==> src/rtl/fetch_unit.sv <==
// fetch_unit: program-counter register and instruction-fetch sequencer for
// the 16-bit RISC core.
//
// It holds the architectural PC and keeps at most one request outstanding to
// instruction memory at a time. Each fetched word goes to decode through a
// valid/ready handshake. A redirect (pc_sel != 0) is taken in every state.
// If a redirect arrives while a fetch is still in flight, that fetch's data is
// thrown away when it returns.
//
// Ports:
//   clk, rst_n            clock, asynchronous active-low reset
//   next_pc, pc_sel       next PC and select code from the next-PC selector
//   pc, pc_plus1          current PC (register) and combinational pc + 1
//   imem_req, imem_addr   fetch request and address (registers)
//   imem_ack, imem_data   memory response
//   ir, ir_pc, ir_valid   instruction register, its address, valid flag
//   ir_ready              decode accepts ir this cycle
module fetch_unit #(
  parameter logic [15:0] RESET_PC = 16'h0000
) (
  input  logic        clk,
  input  logic        rst_n,
  input  logic [15:0] next_pc,
  input  logic [1:0]  pc_sel,
  output logic [15:0] pc,
  output logic [15:0] pc_plus1,
  output logic        imem_req,
  output logic [15:0] imem_addr,
  input  logic        imem_ack,
  input  logic [15:0] imem_data,
  output logic [15:0] ir,
  output logic [15:0] ir_pc,
  output logic        ir_valid,
  input  logic        ir_ready
);

  typedef enum logic [1:0] {
    IDLE = 2'd0,
    WAIT = 2'd1,
    HOLD = 2'd2
  } state_t;

  state_t      state_q, state_d;
  logic [15:0] pc_q, pc_d;
  logic        req_q, req_d;
  logic [15:0] addr_q, addr_d;
  logic [15:0] ir_q, ir_d;
  logic [15:0] ir_pc_q, ir_pc_d;
  logic        ir_valid_q, ir_valid_d;
  logic        discard_q, discard_d;
  logic        redirect;

  assign redirect = (pc_sel != 2'b00);

  // Wraps modulo 2^16 because the result is truncated to 16 bits.
  assign pc_plus1 = pc_q + 16'd1;

  // NOTE: reset is applied to every register, including ir and ir_pc. These
  // are ordinary flops, not a memory array, so the reset costs nothing extra
  // and keeps the outputs deterministic from time zero.
  // NOTE: sequential state is written with non-blocking assignments. Every
  // register then samples its *_d value from before the edge, no matter what
  // order the statements are in.
  always_ff @(posedge clk or negedge rst_n) begin
    if (!rst_n) begin
      state_q    <= IDLE;
      pc_q       <= RESET_PC;
      req_q      <= 1'b0;
      addr_q     <= RESET_PC;
      ir_q       <= 16'h0000;
      ir_pc_q    <= 16'h0000;
      ir_valid_q <= 1'b0;
      discard_q  <= 1'b0;
    end else begin
      state_q    <= state_d;
      pc_q       <= pc_d;
      req_q      <= req_d;
      addr_q     <= addr_d;
      ir_q       <= ir_d;
      ir_pc_q    <= ir_pc_d;
      ir_valid_q <= ir_valid_d;
      discard_q  <= discard_d;
    end
  end

  // NOTE: every variable starts from a default (hold its value) before the
  // case statement. No path can leave a variable unassigned, so no latch is
  // inferred.
  always_comb begin
    state_d    = state_q;
    pc_d       = pc_q;
    req_d      = req_q;
    addr_d     = addr_q;
    ir_d       = ir_q;
    ir_pc_d    = ir_pc_q;
    ir_valid_d = ir_valid_q;
    discard_d  = discard_q;

    // A redirect loads the PC in every state.
    if (redirect) begin
      pc_d = next_pc;
    end

    unique case (state_q)
      IDLE: begin
        if (!redirect) begin
          req_d   = 1'b1;
          addr_d  = pc_q;
          state_d = WAIT;
        end
      end

      WAIT: begin
        if (imem_ack) begin
          req_d = 1'b0;
          if (redirect || discard_q) begin
            // This response belongs to a stale path, so drop it.
            discard_d = 1'b0;
            state_d   = IDLE;
          end else begin
            ir_d       = imem_data;
            ir_pc_d    = addr_q;
            ir_valid_d = 1'b1;
            pc_d       = next_pc;
            state_d    = HOLD;
          end
        end else if (redirect) begin
          // The request stays up until it is acked. Record that the data
          // coming back is no longer wanted.
          discard_d = 1'b1;
        end
      end

      HOLD: begin
        if (redirect) begin
          ir_valid_d = 1'b0;
          state_d    = IDLE;
        end else if (ir_ready) begin
          ir_valid_d = 1'b0;
          req_d      = 1'b1;
          addr_d     = pc_q;
          state_d    = WAIT;
        end
      end

      default: begin
        state_d = IDLE;
      end
    endcase
  end

  assign pc        = pc_q;
  assign imem_req  = req_q;
  assign imem_addr = addr_q;
  assign ir        = ir_q;
  assign ir_pc     = ir_pc_q;
  assign ir_valid  = ir_valid_q;

endmodule

==> config.mk <==
export PLATFORM = sky130hd
export DESIGN_NAME = fetch_unit
export DESIGN_NICKNAME = d
export VERILOG_FILES = /design/src/rtl/fetch_unit.sv
export SDC_FILE = /design/constraint.sdc
export NUM_CORES = 1
export LEC_CHECK = 0
export CORE_ASPECT_RATIO = 1.5
export CORE_MARGIN = 2
export CORE_UTILIZATION = 35
export DETAILED_ROUTE_END_ITERATION = 10
export GPL_ROUTABILITY_DRIVEN = 0
export PLACE_DENSITY_LB_ADDON = 0.05
export SYNTH_ARGS = -nofsm -noshare
export SYNTH_HDL_FRONTEND = slang
export SYNTH_SLANG_ARGS = --single-unit
==> constraint.sdc <==
create_clock -name clk -period 1.53 [get_ports clk]
set_input_delay 0.2295 -clock clk [delete_from_list [all_inputs] [get_ports clk]]
set_output_delay 0.2295 -clock clk [all_outputs]
set_load 0.01 [all_outputs]
==> results.cfg <==
[floorplanning]
dieArea_um2 = 9430
ios = 120
die_w_um = 79.9
core_um2 = 8410
rows = 41
initial_utilization = 0.360
fp.dieH_um = 118

[power_and_ir_drop]
powerDensity_nw_per_um2 = 1470
p_leak_nw = 2.55
total_power_mw = 7.85
ir_worst_vdd_mv = 0.750

[logic_synthesis]
ys_ff_latch = 69
avgSynthCellArea_um2 = 15.1
synth_nets = 239
synth_edf_count = 0
synth_cell_types = 27
async_flop_share = 1.00
synth_flop_cell = dfrtp_1
netlist_area_um2 = 3030
ys_seq_area_frac = 0.570
ys_warn_count = 0
syn_inst = 200

[critical_path]
cp_slowest_stage_delay_ns = 0.40
cp_top_family = buffers and inverters
path_cells = nand3_4, buf_6, buf_4, nor4_4, xor2_1, buf_2
startpoint = pc[6]
worst-endpoint-required_ns = 1.30
start_kind = flop
cp_slowest_cell = dfrtp_1
critPathArrivalTime_ns = 1.74
r2r-start = discard_q
cp-end-kind = primary output
crit_fanout = 5
path_buf_inv = 3
path_class = reg2out

[routing]
routedWlPerCell_um = 16.0
drc = 0
routed_via_density = 4.64
detail-route-antenna-nets = 0
first_pass_iters = 4
drt_iter0_markers = 59
wl_um = 8000
num_vias = 2320

[sta]
worstMarginPinSlew_ns = 0.476
final.setup.tns_ns = -3.69
clock.fmax_mhz = 508
fin_crit_sh = 1.29
hold_viol = 0
rsz0062_at_grt = true
slew_headroom = 0.683
finalClockSkew_ns = 0.00704
setup_viol_count_final = 14
final_max_slew_viol_count = 0
layout_setup_ws_ns = -0.438
finalCriticalPeriod_ns = 1.97

[global_routing]
antenna_found_initial = 0
grt_max_degree = 36
grt-ovfl-total = 0
grt_pass1_vias = 2431
grt_usage = 0.176
grt_pass1_wl_um = 12700

[status]
violations = setup timing
status = complete, but fails checks

[clock_network]
cts_tree = yes
clk_path_buf_depth = 2
root_buffer = clkbuf_16
numCtsBuffers = 9
clock_latency_ns = 0.33
clk_pin_slew_ns = 0.05
h-tree-depth = 3
clkSinkCount = 69

[layout]
fill_cells = 677
areaGrowthSynthToFinish_pct = 76.1
drive_above_1_share = 0.476
fin_nets = 427
diodes = 0
fin_area_um2 = 5330

[placement]
place_hpwl_um = 5520
io_buffers = 119
placed_cell_area_um2 = 4700

[job]
drv_cap = 0

[min_path]
hp-class = in2async
## cells in the mapped netlist (all sizes together) (3+ instances only)
cell type | instances | share of area
a21oi | 4 | 0.0066
buf | 5 | 0.017
dfrtp | 69 | 0.57
inv | 5 | 0.0062
mux2 | 64 | 0.28
nand2 | 5 | 0.0087
nand3 | 6 | 0.013
nand4 | 4 | 0.0083
nor2 | 7 | 0.014
nor3 | 3 | 0.0050
nor4 | 5 | 0.010
xnor2 | 4 | 0.012
xor2 | 10 | 0.029
## worst reg2reg max path, stage by stage, from the launching register on
cell      delay (ns)
dfrtp_1         0.37
and4bb_4        0.38
nand2_4         0.08
buf_12          0.17
mux2_4          0.34
## cells in the final DEF (no fill, tap or decap), drive strengths merged, types with 3 or more instances in the layout
cell,count
nor2,7
clkdlybuf4s15,7
nand4,4
dlymetal6s2s,5
mux2,64
a21oi,4
buf,77
xor2,10
bufinv,3
nor4,5
xnor2,4
clkbuf,11
clkdlybuf4s50,82
nor3,3
inv,5
dlygate4sd2,10
nand2,5
nand3,6
dfrtp,69
## cells by family (layout without fill, tap and decap cells)
group,Yosys count,after routing,share of synthesized area
compound gates,7,7,0.0145
xor+xnor,14,14,0.0405
fa+ha+maj,1,1,0.00413
buf+inv,10,203,0.0227
flops,69,69,0.570
mux,64,64,0.275
simple gates,35,35,0.0727
## cell type report
| cell class | instances | area [um^2] | share of cell area |
|---|---|---|---|
| sequential | 69 | 1730 | 0.325 |
| clock inverter | 5 | 106 | 0.0199 |
| clock buffer | 11 | 253 | 0.0474 |
| multi-input combinational | 121 | 1430 | 0.268 |
| tap | 107 | 134 | 0.0251 |
| inverter | 5 | 18.8 | 0.00352 |
| timing repair buffer | 182 | 1660 | 0.311 |
## registers in the layout (all words and copies together), names as in the netlist
name,cells
ir_pc,16
imem_req,1
state_q,2
ir,16
ir_valid,1
discard_q,1
pc,16
imem_addr,16
## what timing repair did
| item | CTS | global route |
|---|---|---|
| setup endpoints to repair | 31 | 22 |
| hold buffers | 1 | 0 |
| hold endpoints to repair | 33 | 0 |
| buffers inserted | 13 | 3 |
| pin swaps | 12 | 6 |
| resized for setup | 103 | 23 |
## report_power, final
| group | total [mW] | internal (mW) | switching, mW |
|---|---|---|---|
| logic | 2.70 | 1.77 | 0.933 |
| clock network | 2.45 | 1.68 | 0.765 |
| registers | 2.71 | 2.37 | 0.336 |
| total | 7.85 | 5.82 | 2.03 |
## layer usage
metal  GRT usage  wire (um)  up-vias
li1            -          -     1088
met2       0.288       3970       85
met5           0          0        -
met1       0.216       3300     1135
met4      0.0583        152        0
met3      0.0560        576       12
## final timing paths
path | to | slack, ns | cells after the start
max in group asynchronous | pc[9] | 0.59 | 3
min in group clk | imem_req | 0.49 | 1
worst max register to register | ir[8] | 0.08 | 4
worst max-delay path | pc_plus1[13] | -0.44 | 6
worst min-delay path | ir[12] | 0.40 | 2
worst min register to register | imem_req | 0.49 | 1
## metrics by stage
stage           util  cells  setup WS (ns)  hold WS (ns)
3_5_place_dp   0.558    467         -0.532         0.220
5_1_grt        0.634    500         -0.538         0.442
3_3_place_gp   0.558    467         -0.519         0.221
4_1_cts        0.625    497         -0.423         0.413
2_1_floorplan      -    200       -0.00948       -0.0661
6_report       0.634    500         -0.438         0.398
Note: power is estimated with default switching activity, not from simulation.
